==> src/rtl/gin_scan_ctrl_pkg.sv <==
// Shared types and constants for the GIN bus configuration sequencer.
package gin_pkg;

   typedef enum logic [2:0] {
      IDLE,
      SHIFT,
      SETTLE,
      DONE,
      ERR
   } gin_cfg_state_e;

   // Idle cycles tolerated on cfg_valid while shifting before flagging an error
   localparam int unsigned GIN_TIMEOUT = 255;

   typedef struct packed {
      logic cfg_ready;
      logic busy;
      logic cfg_done;
      logic cfg_err;
   } gin_flags_t;

   // Status outputs are a pure decode of the state being entered
   function automatic gin_flags_t state_flags(gin_cfg_state_e s);
      gin_flags_t f;
      f           = '0;
      f.cfg_ready = (s == SHIFT);
      f.busy      = (s == SHIFT) || (s == SETTLE);
      f.cfg_done  = (s == DONE);
      f.cfg_err   = (s == ERR);
      return f;
   endfunction

endpackage

==> src/rtl/gin_scan_ctrl_timer.sv <==
// Loadable saturating up-counter with clear; expire_o flags the increment
// that makes the count reach MAX.
module gin_cfg_timer #(
   parameter int unsigned WIDTH = 8,
   parameter int unsigned MAX   = 255
) (
   input  logic             clk,
   input  logic             rst_n,
   input  logic             clr_i,
   input  logic             ld_i,
   input  logic [WIDTH-1:0] ld_val_i,
   input  logic             inc_i,
   output logic             expire_o
);

   localparam logic [WIDTH-1:0] MAX_V = WIDTH'(MAX);

   logic [WIDTH-1:0] cnt_q;

   // Counter register: clear beats load beats increment; holds at MAX
   always_ff @(posedge clk or negedge rst_n) begin
      if (!rst_n) begin
         cnt_q <= '0;
      end else if (clr_i) begin
         cnt_q <= '0;
      end else if (ld_i) begin
         cnt_q <= (ld_val_i > MAX_V) ? MAX_V : ld_val_i;
      end else if (inc_i && (cnt_q != MAX_V)) begin
         cnt_q <= cnt_q + WIDTH'(1);
      end
   end

   // Expiry is reported on the increment that lands on MAX (or while saturated)
   always_comb begin
      expire_o = inc_i && !clr_i && !ld_i && (cnt_q >= (MAX_V - WIDTH'(1)));
   end

endmodule

==> src/rtl/gin_scan_ctrl.sv <==
// GIN bus configuration sequencer: loads the bus ID scan chain from the
// config stream, then opens the upstream/bus-master handshake.
module gin_scan_ctrl
   import gin_pkg::*;
#(
   parameter int unsigned NUMS_SLAVE = 8,
   parameter int unsigned ID_SIZE    = 4,
   parameter int unsigned CNT_BITS   = $clog2(NUMS_SLAVE + 1),
   parameter int unsigned TIMEOUT    = GIN_TIMEOUT
) (
   input  logic               clk,
   input  logic               rst,
   input  logic               start,
   input  logic               cfg_valid,
   input  logic [ID_SIZE-1:0] cfg_id,
   output logic               cfg_ready,
   output logic               set_id,
   output logic [ID_SIZE-1:0] ID_scan_in,
   input  logic               up_valid,
   output logic               up_ready,
   output logic               bus_master_valid,
   input  logic               bus_master_ready,
   output logic               busy,
   output logic               cfg_done,
   output logic               cfg_err
);

   localparam int unsigned         TMR_BITS = $clog2(TIMEOUT + 1);
   localparam logic [CNT_BITS-1:0] LAST     = CNT_BITS'(NUMS_SLAVE - 1);

   gin_cfg_state_e      state_q, state_d;
   logic [CNT_BITS-1:0] cnt_q, cnt_d, cnt_base;
   logic                set_id_q, set_id_d;
   logic [ID_SIZE-1:0]  id_q, id_d;
   gin_flags_t          flags_q;
   logic                accept;
   logic                path_open;
   logic                tmr_clr, tmr_inc, tmr_exp;

   gin_cfg_timer #(
      .WIDTH (TMR_BITS),
      .MAX   (TIMEOUT)
   ) u_timer (
      .clk      (clk),
      .rst_n    (rst),
      .clr_i    (tmr_clr),
      .ld_i     (1'b0),
      .ld_val_i ('0),
      .inc_i    (tmr_inc),
      .expire_o (tmr_exp)
   );

   // Handshake gating: open only in DONE, and shut the cycle a restart is seen
   always_comb begin
      accept           = cfg_valid && flags_q.cfg_ready;
      path_open        = (state_q == DONE) && !start;
      bus_master_valid = path_open && up_valid;
      up_ready         = path_open && bus_master_ready;
   end

   // Next-state, shift-stage and timer control
   always_comb begin
      state_d  = state_q;
      cnt_d    = cnt_q;
      cnt_base = cnt_q;
      set_id_d = 1'b0;
      id_d     = id_q;
      tmr_clr  = 1'b0;
      tmr_inc  = 1'b0;
      unique case (state_q)
         IDLE, DONE, ERR: begin
            if (start) begin
               state_d = SHIFT;
               cnt_d   = '0;
               tmr_clr = 1'b1;
            end
         end
         SHIFT: begin
            if (accept) begin
               // a coincident start rebases the count, this ID becomes the first
               cnt_base = start ? '0 : cnt_q;
               set_id_d = 1'b1;
               id_d     = cfg_id;
               tmr_clr  = 1'b1;
               if (cnt_base == LAST) begin
                  state_d = SETTLE;
                  cnt_d   = cnt_base;
               end else begin
                  cnt_d   = cnt_base + CNT_BITS'(1);
               end
            end else if (start) begin
               cnt_d   = '0;
               tmr_clr = 1'b1;
            end else begin
               tmr_inc = 1'b1;
               if (tmr_exp) state_d = ERR;
            end
         end
         SETTLE: begin
            if (start) begin
               state_d = SHIFT;
               cnt_d   = '0;
               tmr_clr = 1'b1;
            end else begin
               state_d = DONE;
            end
         end
         default: state_d = IDLE;
      endcase
   end

   // State, shift stage and status outputs registered together
   always_ff @(posedge clk or negedge rst) begin
      if (!rst) begin
         state_q  <= IDLE;
         cnt_q    <= '0;
         set_id_q <= 1'b0;
         id_q     <= '0;
         flags_q  <= '0;
      end else begin
         state_q  <= state_d;
         cnt_q    <= cnt_d;
         set_id_q <= set_id_d;
         id_q     <= id_d;
         flags_q  <= state_flags(state_d);
      end
   end

   assign cfg_ready  = flags_q.cfg_ready;
   assign busy       = flags_q.busy;
   assign cfg_done   = flags_q.cfg_done;
   assign cfg_err    = flags_q.cfg_err;
   assign set_id     = set_id_q;
   assign ID_scan_in = id_q;

endmodule

==> config.mk <==
export PLATFORM = sky130hd
export DESIGN_NAME = gin_scan_ctrl
export DESIGN_NICKNAME = d
export VERILOG_FILES = /design/src/rtl/gin_scan_ctrl_pkg.sv /design/src/rtl/gin_scan_ctrl_timer.sv /design/src/rtl/gin_scan_ctrl.sv
export SDC_FILE = /design/constraint.sdc
export NUM_CORES = 1
export LEC_CHECK = 0
export ABC_AREA = 1
export CAP_MARGIN = 0
export CORE_UTILIZATION = 70
export CTS_BUF_LIST = sky130_fd_sc_hd__clkbuf_2 sky130_fd_sc_hd__clkbuf_4 sky130_fd_sc_hd__clkbuf_8
export DETAILED_ROUTE_END_ITERATION = 10
export DONT_BUFFER_PORTS = 1
export PLACE_DENSITY = 0.86
export SYNTH_ARGS = -nofsm -noshare
export SYNTH_HDL_FRONTEND = slang
export SYNTH_SLANG_ARGS = --single-unit
export TNS_END_PERCENT = 1
==> constraint.sdc <==
create_clock -name clk -period 1.9 [get_ports clk]
set_input_delay 0.095 -clock clk [delete_from_list [all_inputs] [get_ports clk]]
set_output_delay 0.095 -clock clk [all_outputs]
set_load 0.005 [all_outputs]
* Yosys cells after proc, flatten, opt, wreduce, memory -nomap -nowiden *
Index checks and enable logic that the tools add are counted.
Widths: inputs -> output; s select.

storage, ports and cells
  register bits after elaboration = 24
  input bits = 10
  output and inout port bits = 11

operators by class
  $add $sub $neg = 2
  magnitude comparators = 1
  equality and inequality tests = 10
  multiplexer cells = 21
  reduce and logical (&&, ||, !) cells = 16

operators with widths
  cell                 number
  $mux 8               2
  $mux 3               5
  $eq 3x2->1 const B   4
  $mux 4               3
  $pmux 3 s3           1
  $add 8x1->8 const B  1
  $ge 8x8->1 const B   1
  $ne 8x8->1 const B   1
  $pmux 4 s2           1
  $logic_and 1x1->1    7
  $mux 1               7
  $eq 3x1->1 const B   2
  $eq 3x3->1 const B   2
  $add 4x1->4 const B  1
  $eq 4x3->1 const B   1
  $reduce_bool 2->1    2
  $reduce_or 4->1      1
  $logic_not 3->1      1
  $reduce_or 3->1      1
  $logic_not 1->1      2
  $mux 2               1
  $pmux 1 s2           1
  $reduce_and 2->1     1
  $logic_or 1x1->1     1

* Logic depth before layout (Yosys ltp) *
Gate-level depths: netlist (run 1).

  depth after elaboration = 12
  mapped depth = 11
  gate-level depth less buffers = 11

* Cells and area by module *
From an unflattened synthesis (run 1), not the netlist that was laid out.

second synthesis, totals
  cell total of the unflattened synthesis = 201
  area total of the unflattened synthesis = 1496.4 um^2

by module, submodules not included
  module         instances  cells each  area an instance (um^2)
  gin_scan_ctrl  1          113         877.1
  gin_cfg_timer  1          88          619.3

* Worst setup path after synthesis (run 1) *
Ideal clock, no wire load.

  path type = register -> register
  from = register cnt_q[0]
  to = register flags_q, in the netlist busy
  library setup time = 118 ps
  data arrival time = 1173 ps
  data required time = 1782 ps
  setup slack = 609 ps
  cell stages (with the launch flop) = 11
  clock period less this slack = 1291 ps
  cell sequence = dfrtp_1 inv_1 nor2_1 ha_1 nand2_1 nor2_1 nand4_1 nand2_1 inv_1 nand2_1 nand2_1

on the way
  cells in the longest elaborated chain, start to end = 7
  elaborated cells on any way between the ends = 8
  those cells by class = eq/ne: 3; mux: 4; reduce/logical: 1

RTL lines
  element                                   RTL line                 text
  start, declared                           gin_scan_ctrl.sv:32      logic [CNT_BITS-1:0] cnt_q, cnt_d, cnt_base;
  start signal, assigned                    gin_scan_ctrl.sv:122     cnt_q <= cnt_d;
  $mux 4 *                                  n/a
  $eq 4x3->1 *                              gin_scan_ctrl.sv:85      if (cnt_base == LAST) begin
  $mux 3 *                                  gin_scan_ctrl.sv:85
  $mux 3 *                                  gin_scan_ctrl.sv:79      if (accept) begin
  $pmux 3 s3 *                              gin_scan_ctrl.sv:70      unique case (state_q)
  via state_d[1]                            gin_scan_ctrl.sv:31      gin_cfg_state_e state_q, state_d;
  $eq 3x1->1 or $eq 3x2->1 (tied branches)  gin_scan_ctrl_pkg.sv:27  f.busy = (s == SHIFT) || (s == SETTLE);
  $logic_or 1x1->1 *                        gin_scan_ctrl_pkg.sv:27
  end signal, assigned                      gin_scan_ctrl.sv:125     flags_q <= state_flags(state_d);
  end, declared                             gin_scan_ctrl.sv:35      gin_flags_t flags_q;

The timed path passes the listed nets; every way through them passes the cells marked *.
A chain may end at the register's enable or synchronous reset.

* Worst setup path after layout (run 1) *
  from = input port start
  to = register flags_q, in the netlist busy

on the way
  cells in the longest elaborated chain, start to end = 12
  elaborated cells on any way between the ends = 21
  those cells by class = eq/ne: 3; mux: 14; reduce/logical: 4

RTL lines
  element                                   RTL line                                                        text
  start, declared                           gin_scan_ctrl.sv:13                                             input logic start,
  $mux 1                                    gin_scan_ctrl.sv:72, gin_scan_ctrl.sv:91, gin_scan_ctrl.sv:100
  $mux 1                                    gin_scan_ctrl.sv:79
  $pmux 1 s2                                gin_scan_ctrl.sv:70
  $logic_not 1->1                           gin_scan_ctrl_timer.sv:35                                       expire_o = inc_i && !clr_i && !ld_i && (cnt_q >= (MAX_V - WIDTH'(1)));
  $logic_and 1x1->1 (2 in a row)            gin_scan_ctrl_timer.sv:35
  $mux 3                                    gin_scan_ctrl.sv:96                                             if (tmr_exp) state_d = ERR;
  $mux 3                                    gin_scan_ctrl.sv:91                                             end else if (start) begin
  $mux 3                                    gin_scan_ctrl.sv:79
  $pmux 3 s3 *                              gin_scan_ctrl.sv:70
  via state_d[1]                            gin_scan_ctrl.sv:31
  $eq 3x1->1 or $eq 3x2->1 (tied branches)  gin_scan_ctrl_pkg.sv:27
  $logic_or 1x1->1 *                        gin_scan_ctrl_pkg.sv:27

Marked as above.

==> run summary, run 1 <==
largest net degree at the start of global routing - 25
Crit. End Element - flip-flop
layout cells sized above 1 - 11.2%
VDD IR max - 564 uV
Synth Instances - 178
status - finished clean
CTS tree - built
Slew Viols, Final - 0
Inst Count DP - 202
Crit Path Class - in2reg
grt ovf - 0
Net Switching - 0.371 mW
Max Cap Viol - 0
DR WL/cell - 12.2 um
global-route wire length before repair - 4140 um
Register-to-Register Setup Slack - 0.34 ns
DPL Wire Length - 1820 um
total global-route track usage - 28.3%
router iterations before antenna repair - 4
CTS Sinks - 24
clock buffer depth - 2
Slew Limit Headroom - 30.8%
Residual DRC - 0
Syn Std Cell Area - 1340 sq um
internal power - 0.780 mW
#FFs+latches synth - 24
post-route setup slack - 0.232 ns
CP most frequent cell - nand2_1
Max Fanout on Critical Path - 5
PwrDens - 787 nW/um^2
Final min period - 1.67 ns
First DRT Iteration DRCs - 45
routed via count - 1,157
Setup violations, final - 0
initial antenna violation count - 0
Unique masters post-synth - 25
Reg power frac - 54.7%
hold path cells - 2
Worst setup SP type - input port
ant diodes - 0
Post-Route WL - 2590 um
Worst Reg-to-Reg Cells - 10
CTS H-tree depth - 1
register area share after synthesis - 44.8%
Synth Warn # - 0
Worst-path clk slew - 0.13 ns
worst min path class - in2reg
Clk pwr share - 23.4%
full die area - 2100 sq um
slowest stage delay, CP - 0.59 ns
Sw Ratio - 32.2%
syn nets - 191
nets - 201
vias per cell - 5.46
pre-CTS WS - 0.405 ns
IO Pins - 21
area delta synth->final - 8.96%
crit path DAT - 1.89 ns
combinational power share - 21.9%
fin cells - 212
EDFF count, synth - 0
period utilization - 87.8%
Leak Pwr - 0.796 nW
worst-path cell chain - dlygate4sd3_1 > inv_2 > nand2_1 > inv_1 > ha_1 > nand2_1 > nor2_1 > nand4_1 > nand2_1 > inv_1 > nand2_1 > nand2_1
Port-buffer cells - 0
# rows - 15
commonest non-fill, non-tap cells in the layout - nand2_1, inv_1, dfrtp_1, nor2_1, nand3_1
final setup TNS - 0 ns
vias in the first global route - 999
Slew @ Worst Pin - 1.04 ns
die height - 45.8 um
fillcell total - 115
Max Clk Rate - 600 MHz
CTS root buffer - clkbuf_4
slowest CP cell - dlygate4sd3_1
Antenna Nets Post-Route - 0
post-CTS sizing - 0
Mean Syn Cell Area - 7.54 sq um
commonest non-fill, non-tap cell in the layout - nand2_1
FFs w/ async S/R, synth - 100%
initial core utilization - 76.0%
Critical Path RT - 2.12 ns
Worst-Skew Late Latency - 0.32 ns
DIE WIDTH - 45.8 um
post-route clock skew - 0.00717 ns
RSZ-0062 raised after global routing - false
Fin. Hold Viols - 0
Placer Congestion - 0.864
Inserted Clock Buffers - 3
Core ar. - 1760 sq um
ys flop type - dfrtp_1
## Yosys cell counts, types with 2 or more instances
library cell  number  share of area (%)
nand2_1           56                 16
inv_1             27                7.6
dfrtp_1           24                 45
nor2_1            15                4.2
nand3_1           14                5.2
nand4_1            8                3.7
a21oi_1            5                1.9
nand2_2            5                2.3
ha_1               3                2.8
xor2_1             3                2.0
clkinv_2           2               0.75
inv_2              2               0.56
nor2_2             2               0.93
## per-layer routing
metal  track usage, %  routed length, um
met5                0                  0
met4             9.41                 36
met3             7.14                144
met2             45.4               1230
met1             37.2               1180
## final cells by class
class                      count  area [sq um]  area share, %
clock buffer                   4          36.3           2.48
inverter                      32           125           8.56
multi-input combinational    121           608           41.6
sequential                    24           601           41.1
tap                           25          31.3           2.14
timing repair buffer           6          60.1           4.11
## through the flow
step / total power [mW] / hold WS, ns / util, % / cell area (sq um)
floorplan: 0.819 / -0.201 / - / 1340
global placement: 0.849 / -0.200 / 77.4 / 1370
detailed placement: 0.866 / -0.200 / 77.4 / 1370
CTS: 1.15 / 0.00824 / 82.8 / 1460
global route: 1.22 / 0.0119 / 82.8 / 1460
finish: 1.15 / 0.0152 / 82.8 / 1460
## final timing paths
path / start / end
max in group asynchronous: rst / state_q[1]
hold reg to reg: ID_scan_in[1] / ID_scan_in[1]
hold / removal: cfg_valid / set_id
setup reg to reg: cnt_q[1] / busy
min in group asynchronous: rst / ID_scan_in[2]
setup / recovery: start / busy
## worst max-delay path: cells and delay by family
kind / cells / cell delay [ns]
buf+inv: 4 / 0.82
simple gates: 7 / 0.77
fa+ha+maj: 1 / 0.19
## sequential cells by signal, indices dropped and copies added, names as in the netlist
signal / cells
cnt_q: 4
ID_scan_in: 4
set_id: 1
cfg_ready: 1
state_q: 3
u_timer.cnt_q: 8
busy: 1
cfg_done: 1
cfg_err: 1
## power by group through the flow
stage / clock (mW) / sequential [mW] / combinational, mW
final: 0.269 / 0.630 / 0.252
after global routing: 0.293 / 0.643 / 0.287
after CTS: 0.272 / 0.628 / 0.247
after detailed placement: 0 / 0.639 / 0.227
after global placement: 0 / 0.636 / 0.214
after floorplan: 0 / 0.629 / 0.190
## kinds of logic (layout without fill, tap and decap cells)
family | count (synthesis) | after routing | share of synthesized area [%]
buffers and inverters | 33 | 42 | 9.89
AO/OA/AOI/OAI | 11 | 11 | 5.50
XOR/XNOR | 3 | 3 | 1.96
AND/OR/NAND/NOR | 104 | 104 | 35.1
flip-flops | 24 | 24 | 44.8
adder cells (fa/ha/maj) | 3 | 3 | 2.80
## timing repair
| action | in CTS | in global routing |
|---|---|---|
| hold buffers | 6 | 0 |
| setup buffers | 0 | 0 |
| endpoints found under the hold margin | 32 | 0 |
Note: power is estimated with default switching activity, not from simulation.
==> inputs of run 2 (changes only) <==
--- a/config.mk
+++ b/config.mk
@@ -8,7 +8,7 @@
 export ABC_AREA = 1
 export CAP_MARGIN = 0
 export CORE_UTILIZATION = 70
-export CTS_BUF_LIST = sky130_fd_sc_hd__clkbuf_2 sky130_fd_sc_hd__clkbuf_4 sky130_fd_sc_hd__clkbuf_8
+export CTS_BUF_LIST = sky130_fd_sc_hd__clkbuf_8
 export DETAILED_ROUTE_END_ITERATION = 10
 export DONT_BUFFER_PORTS = 1
 export PLACE_DENSITY = 0.86
==> run 2 against run 1 <==
Fmax up 5.9%. Via count up 1.0%. Sequential power about the same. Critical path depth down 2. Clock skew down 0.0028 ns. Total power up 6.1%. Largest power group unchanged. Hold slack better by 0.034 ns. Global-route usage up 0.25 points.
==> run summary, run 2 (synthesized netlist as in run 1, its figures left out) <==
CTS tree - built
final instance area - 1480 sq um (+1.3%)
DIE WIDTH - 45.8 um (unchanged)
VDD IR max - 575 uV (+2.0%)
Worst Hold Path EP - cfg_err
combinational power share - 20.6% (-1.3 points)
fin cells - 212 (unchanged)
final core utilization - 83.9% (+1.1 points)
Cell Area, Placed - 1370 sq um (unchanged)
vias in the first global route - 1,046 (+4.7%)
Worst-path clk slew - 0.08 ns (-0.05 ns)
Reg power frac - 51.7% (-3.0 points)
Largest register FFs - 8 (unchanged)
Leak Pwr - 0.803 nW (+0.98%)
CTS H-tree depth - 1 (unchanged)
router iterations before antenna repair - 4 (unchanged)
initial core utilization - 76.0% (unchanged)
Final min period - 1.58 ns (-0.0929 ns)
layout cells sized above 1 - 11.2% (unchanged)
slowest CP cell - dfrtp_1
Residual DRC - 0 (unchanged)
die height - 45.8 um (unchanged)
Crit Path Class - reg2reg
post-route setup slack - 0.325 ns (+0.0929 ns)
Post-Route WL - 2670 um (+3.0%)
# rows - 15 (unchanged)
met1 WL - 1140 um (-3.6%)
Max Fanout on Critical Path - 4 (-1)
total power - 1.22 mW (+6.1%)
Net Switching - 0.373 mW (+0.74%)
Register-to-Register Setup Slack - 0.32 ns (-0.02 ns)
post-CTS sizing - 0 (unchanged)
Antenna Nets Post-Route - 0 (unchanged)
Slew @ Worst Pin - 1.03 ns (-0.0100 ns)
slowest stage delay, CP - 0.36 ns (-0.23 ns)
Core ar. - 1760 sq um (unchanged)
DPL Wire Length - 1820 um (unchanged)
IO Pins - 21 (unchanged)
period utilization - 82.9% (-4.9 points)
Fin. Hold Viols - 0 (unchanged)
final setup TNS - 0 ns (unchanged)
postcts setup bufs - 0 (unchanged)
Worst-Skew Late Latency - 0.26 ns (-0.06 ns)
Max Clk Rate - 635 MHz (+5.9%)
global-route wire length before repair - 4290 um (+3.6%)
Port-buffer cells - 0 (unchanged)
CTS root buffer - clkbuf_8
PwrDens - 825 nW/um^2 (+4.8%)
Sw Ratio - 30.6% (-1.6 points)
CTS Sinks - 24 (unchanged)
Met2 Routed Length - 1310 um (+6.9%)
largest net degree at the start of global routing - 25 (unchanged)
internal power - 0.847 mW (+8.7%)
Slew Limit Headroom - 31.4% (+0.67 points)
Inst Count DP - 202 (unchanged)
First DRT Iteration DRCs - 34 (-24%)
hold path cells - 3 (+1)
nets - 201 (unchanged)
hold wc startpoint - start
Worst setup SP type - flip-flop
ant diodes - 0 (unchanged)
worst min path class - in2reg
Inserted Clock Buffers - 3 (unchanged)
full die area - 2100 sq um (unchanged)
Crit. End Element - flip-flop
worst reg2reg startpoint - cnt_q[1]
crit path DAT - 1.73 ns (-0.16 ns)
Worst Reg-to-Reg Cells - 10 (unchanged)
reg-to-reg endpoint - busy
Slew Viols, Final - 0 (unchanged)
Critical Path RT - 2.05 ns (-0.07 ns)
initial antenna violation count - 0 (unchanged)
post-route clock skew - 0.00441 ns (-0.00276 ns)
clock buffer depth - 2 (unchanged)
DR WL/cell - 12.6 um (+3.0%)
Placer Congestion - 0.864 (unchanged)
grt ovf - 0 (unchanged)
commonest non-fill, non-tap cell in the layout - nand2_1
CP most frequent cell - nand2_1
uppermost routed layer - met4
vias per cell - 5.51 (+1.0%)
RSZ-0062 raised after global routing - false
status - finished clean
total global-route track usage - 28.5% (+0.25 points)
area delta synth->final - 10.4%
met3 WL post-DR - 180 um (+25%)
worst-path cell chain - nand2_1 > inv_1 > ha_1 > nand2_1 > nor2_1 > nand4_1 > nand2_1 > inv_1 > nand2_1 > nand2_1
Clk pwr share - 27.6% (+4.2 points)
Largest Register - u_timer.cnt_q
Setup violations, final - 0 (unchanged)
pre-CTS WS - 0.405 ns (unchanged)
commonest non-fill, non-tap cells in the layout - nand2_1, inv_1, dfrtp_1, nor2_1, nand3_1
routed via count - 1,169 (+1.0%)
hold_ws - 0.0494 ns (+0.0343 ns)
Max Cap Viol - 0 (unchanged)
## run 2: what timing repair did
item                                    CTS  global route
endpoints found under the hold margin    29             0
hold buffers                              6             0
endpoints found under the setup margin    0             0
## run 2: power by group through the flow
stage	combinational, mW	sequential (mW)	clock [mW]
6_report	0.252	0.631	0.337
5_1_grt	0.291	0.646	0.361
4_1_cts	0.247	0.628	0.340
3_5_place_dp	0.227	0.639	0
3_3_place_gp	0.214	0.636	0
2_1_floorplan	0.190	0.629	0
## run 2: worst max-delay path by stage
stage,cells after the start,endpoint,start,slack [ns]
floorplan,10,busy,cnt_q[0],0.61
global placement,10,busy,cnt_q[1],0.42
detailed placement,10,busy,cnt_q[1],0.40
CTS,10,busy,cnt_q[1],0.39
global route,10,busy,cnt_q[1],0.14
finish,10,busy,cnt_q[1],0.32
## run 2: layout make-up
cell class,count,area (sq um)
inverters,32,125
clock buffers,4,55.1
flip-flops and latches,24,601
multi-input cells,121,608
well taps,25,31.3
fillers,106,284
repair buffers,6,60.1
## run 2: routing by layer
layer | track usage (%) | vias up
met5 | 0 | -
li1 | - | 570
met4 | 10.0 | 0
met1 | 35.2 | 549
met3 | 7.14 | 8
met2 | 48.3 | 42
## run 2: worst max-delay path, delay by kind of cell (launching register included)
family,cells,cell delay [ns]
adder cells (fa/ha/maj),1,0.19
buffers and inverters,2,0.12
flip-flops,1,0.36
AND/OR/NAND/NOR,7,0.80
==> inputs of run 3 (changes only) <==
--- a/config.mk
+++ b/config.mk
@@ -7,11 +7,11 @@
 export LEC_CHECK = 0
 export ABC_AREA = 1
 export CAP_MARGIN = 0
-export CORE_UTILIZATION = 70
+export CORE_UTILIZATION = 65
 export CTS_BUF_LIST = sky130_fd_sc_hd__clkbuf_8
 export DETAILED_ROUTE_END_ITERATION = 10
 export DONT_BUFFER_PORTS = 1
-export PLACE_DENSITY = 0.86
+export PLACE_DENSITY = 0.81
 export SYNTH_ARGS = -nofsm -noshare
 export SYNTH_HDL_FRONTEND = slang
 export SYNTH_SLANG_ARGS = --single-unit
==> constraint.sdc (replaced) <==
create_clock -name clk -period 1.65 [get_ports clk]
set_input_delay 0.0825 -clock clk [delete_from_list [all_inputs] [get_ports clk]]
set_output_delay 0.0825 -clock clk [all_outputs]
set_load 0.005 [all_outputs]
==> run 3 against run 2 <==
Fmax up 5.1%. Critical path depth unchanged. Setup slack worse by 0.17 ns. Via count down 0.26%. Clock-buffer cell count unchanged. Clock skew down 0.0022 ns. Sequential share of layout area down 0.74 points. Non-clock buffer count up 2. Combinational power up 15%. Critical endpoint unchanged. Largest cell class unchanged. Largest power group unchanged.
==> run summary, run 3 (synthesized netlist as in run 1, its figures left out) <==
Placer Congestion - 0.816 (-5.5%)
vias per cell - 5.40 (-2.1%)
# rows - 16 (+1)
Max Fanout on Critical Path - 4 (unchanged)
First DRT Iteration DRCs - 27 (-21%)
VDD IR max - 713 uV (+24%)
grt ovf - 0 (unchanged)
fin cells - 216 (+1.9%)
Worst-Skew Late Latency - 0.27 ns (about the same)
CTS Sinks - 24 (unchanged)
commonest non-fill, non-tap cell in the layout - nand2_1
Worst-path clk slew - 0.08 ns (about the same)
Inst Count DP - 206 (+2.0%)
period utilization - 90.8% (+7.9 points)
worst min path class - in2reg
routed via count - 1,166 (-0.26%)
layout cells sized above 1 - 13.2% (+2.0 points)
fillcell total - 132 (+25%)
initial core utilization - 69.1% (-7.0 points)
router iterations before antenna repair - 4 (unchanged)
reg-to-reg endpoint - busy
slowest stage delay, CP - 0.32 ns (-0.04 ns)
Final min period - 1.50 ns (-0.0769 ns)
CP Buf/Inv Count - 2 (unchanged)
Setup crit start - cnt_q[0]
status - finished clean
area delta synth->final - 12.4%
worst-path cell chain - inv_1 > nor2_1 > ha_1 > nand2_1 > nor2_4 > nand4_1 > nand2_2 > inv_1 > nand2_1 > nand2_1
Largest register FFs - 8 (unchanged)
PwrDens - 935 nW/um^2 (+13%)
critical path depth - 10 (unchanged)
crit path DAT - 1.66 ns (-0.07 ns)
IO Pins - 21 (unchanged)
CTS tree - built
Core ar. - 1940 sq um (+10%)
CP delay by family, top - simple AND/OR/NAND/NOR gates
Slew Limit Headroom - 29.3% (-2.2 points)
worst reg2reg startpoint - cnt_q[0]
Largest Register - u_timer.cnt_q
Crit Path Class - reg2reg
Critical Path RT - 1.81 ns (-0.24 ns)
CP most frequent cell - nand2_1
Setup violations, final - 0 (unchanged)
full die area - 2250 sq um (+7.3%)
postcts setup bufs - 0 (unchanged)
Worst setup SP type - flip-flop
Register-to-Register Setup Slack - 0.15 ns (-0.17 ns)
DIE WIDTH - 47.4 um (+3.6%)
Residual DRC - 0 (unchanged)
Fin. Hold Viols - 0 (unchanged)
vias in the first global route - 1,025 (-2.0%)
nets - 203 (+1.0%)
CTS H-tree depth - 1 (unchanged)
die height - 47.4 um (+3.6%)
Antenna Nets Post-Route - 0 (unchanged)
ant diodes - 0 (unchanged)
Crit. End Element - flip-flop
post-route clock skew - 0.00225 ns (-0.00216 ns)
Post-Route WL - 2750 um (+3.0%)
Port-buffer cells - 0 (unchanged)
crit path to - busy
Max Clk Rate - 667 MHz (+5.1%)
Inserted Clock Buffers - 3 (unchanged)
CTS root buffer - clkbuf_8
final instance area - 1510 sq um (+1.9%)
clock buffer depth - 2 (unchanged)
Slew @ Worst Pin - 1.06 ns (+0.0322 ns)
largest net degree at the start of global routing - 25 (unchanged)
total global-route track usage - 26.0% (-2.5 points)
final setup TNS - 0 ns (unchanged)
slowest CP cell - dfrtp_1
DPL Wire Length - 2010 um (+10%)
Cell Area, Placed - 1380 sq um (+1.3%)
initial antenna violation count - 0 (unchanged)
global-route wire length before repair - 4060 um (-5.3%)
Slew Viols, Final - 0 (unchanged)
RSZ-0062 raised after global routing - false
Leak Pwr - 0.812 nW (+1.1%)
Worst Reg-to-Reg Cells - 10 (unchanged)
commonest non-fill, non-tap cells in the layout - nand2_1, inv_1, dfrtp_1, nor2_1, nand3_1
Max Cap Viol - 0 (unchanged)
hold_ws - 0.0428 ns (-0.00668 ns)
DR WL/cell - 12.7 um (+1.1%)
run 3: power by group:
part / total [mW] / switching [mW] / internal, mW
clock network: 0.396 / 0.183 / 0.213
logic: 0.291 / 0.193 / 0.0984
registers: 0.723 / 0.0544 / 0.669
total: 1.41 / 0.430 / 0.980
run 3: repair_timing:
item                                    in CTS  in global routing
endpoints found under the setup margin       0                  2
gates resized for setup                      0                  3
hold buffers                                 6                  0
hold endpoints to repair                    29                  0
run 3: worst min path at each step:
stage	startpoint	endpoint	slack (ns)	cells past startpoint
2_1_floorplan	rst	ID_scan_in[0]	-0.21	0
3_3_place_gp	rst	ID_scan_in[0]	-0.21	0
3_5_place_dp	rst	ID_scan_in[0]	-0.21	0
4_1_cts	start	cfg_err	0.04	3
5_1_grt	start	state_q[2]	0.06	3
6_report	start	state_q[2]	0.04	3
run 3: worst reg2reg max path, delay by kind of cell (launching register included):
kind | cells | cell delay, ns
fa+ha+maj | 1 | 0.22
simple gates | 7 | 0.77
buf+inv | 2 | 0.09
flops | 1 | 0.32
run 3: final cells by class:
class,instances,area [sq um],share of cell area (%)
clock buffers,4,55.1,3.65
inverters,32,125,8.30
multi-input cells,121,618,41.0
flip-flops and latches,24,601,39.8
well taps,27,33.8,2.24
repair buffers,8,75.1,4.98
run 3: metrics by stage:
stage / setup WS [ns] / util [%] / total power [mW]
floorplan: 0.359 / - / 0.943
global placement: 0.195 / 71.2 / 0.986
detailed placement: 0.124 / 71.2 / 1.00
CTS: 0.107 / 77.1 / 1.41
global route: 0.00516 / 77.6 / 1.50
finish: 0.152 / 77.6 / 1.41
run 3: routing by layer:
metal	up-vias	GRT usage (%)	share of wire [%]
li1	573	-	-
met1	534	31.9	43
met2	48	43.3	48
met3	11	4.91	6.7
met4	0	13.7	2.3
met5	-	0	0
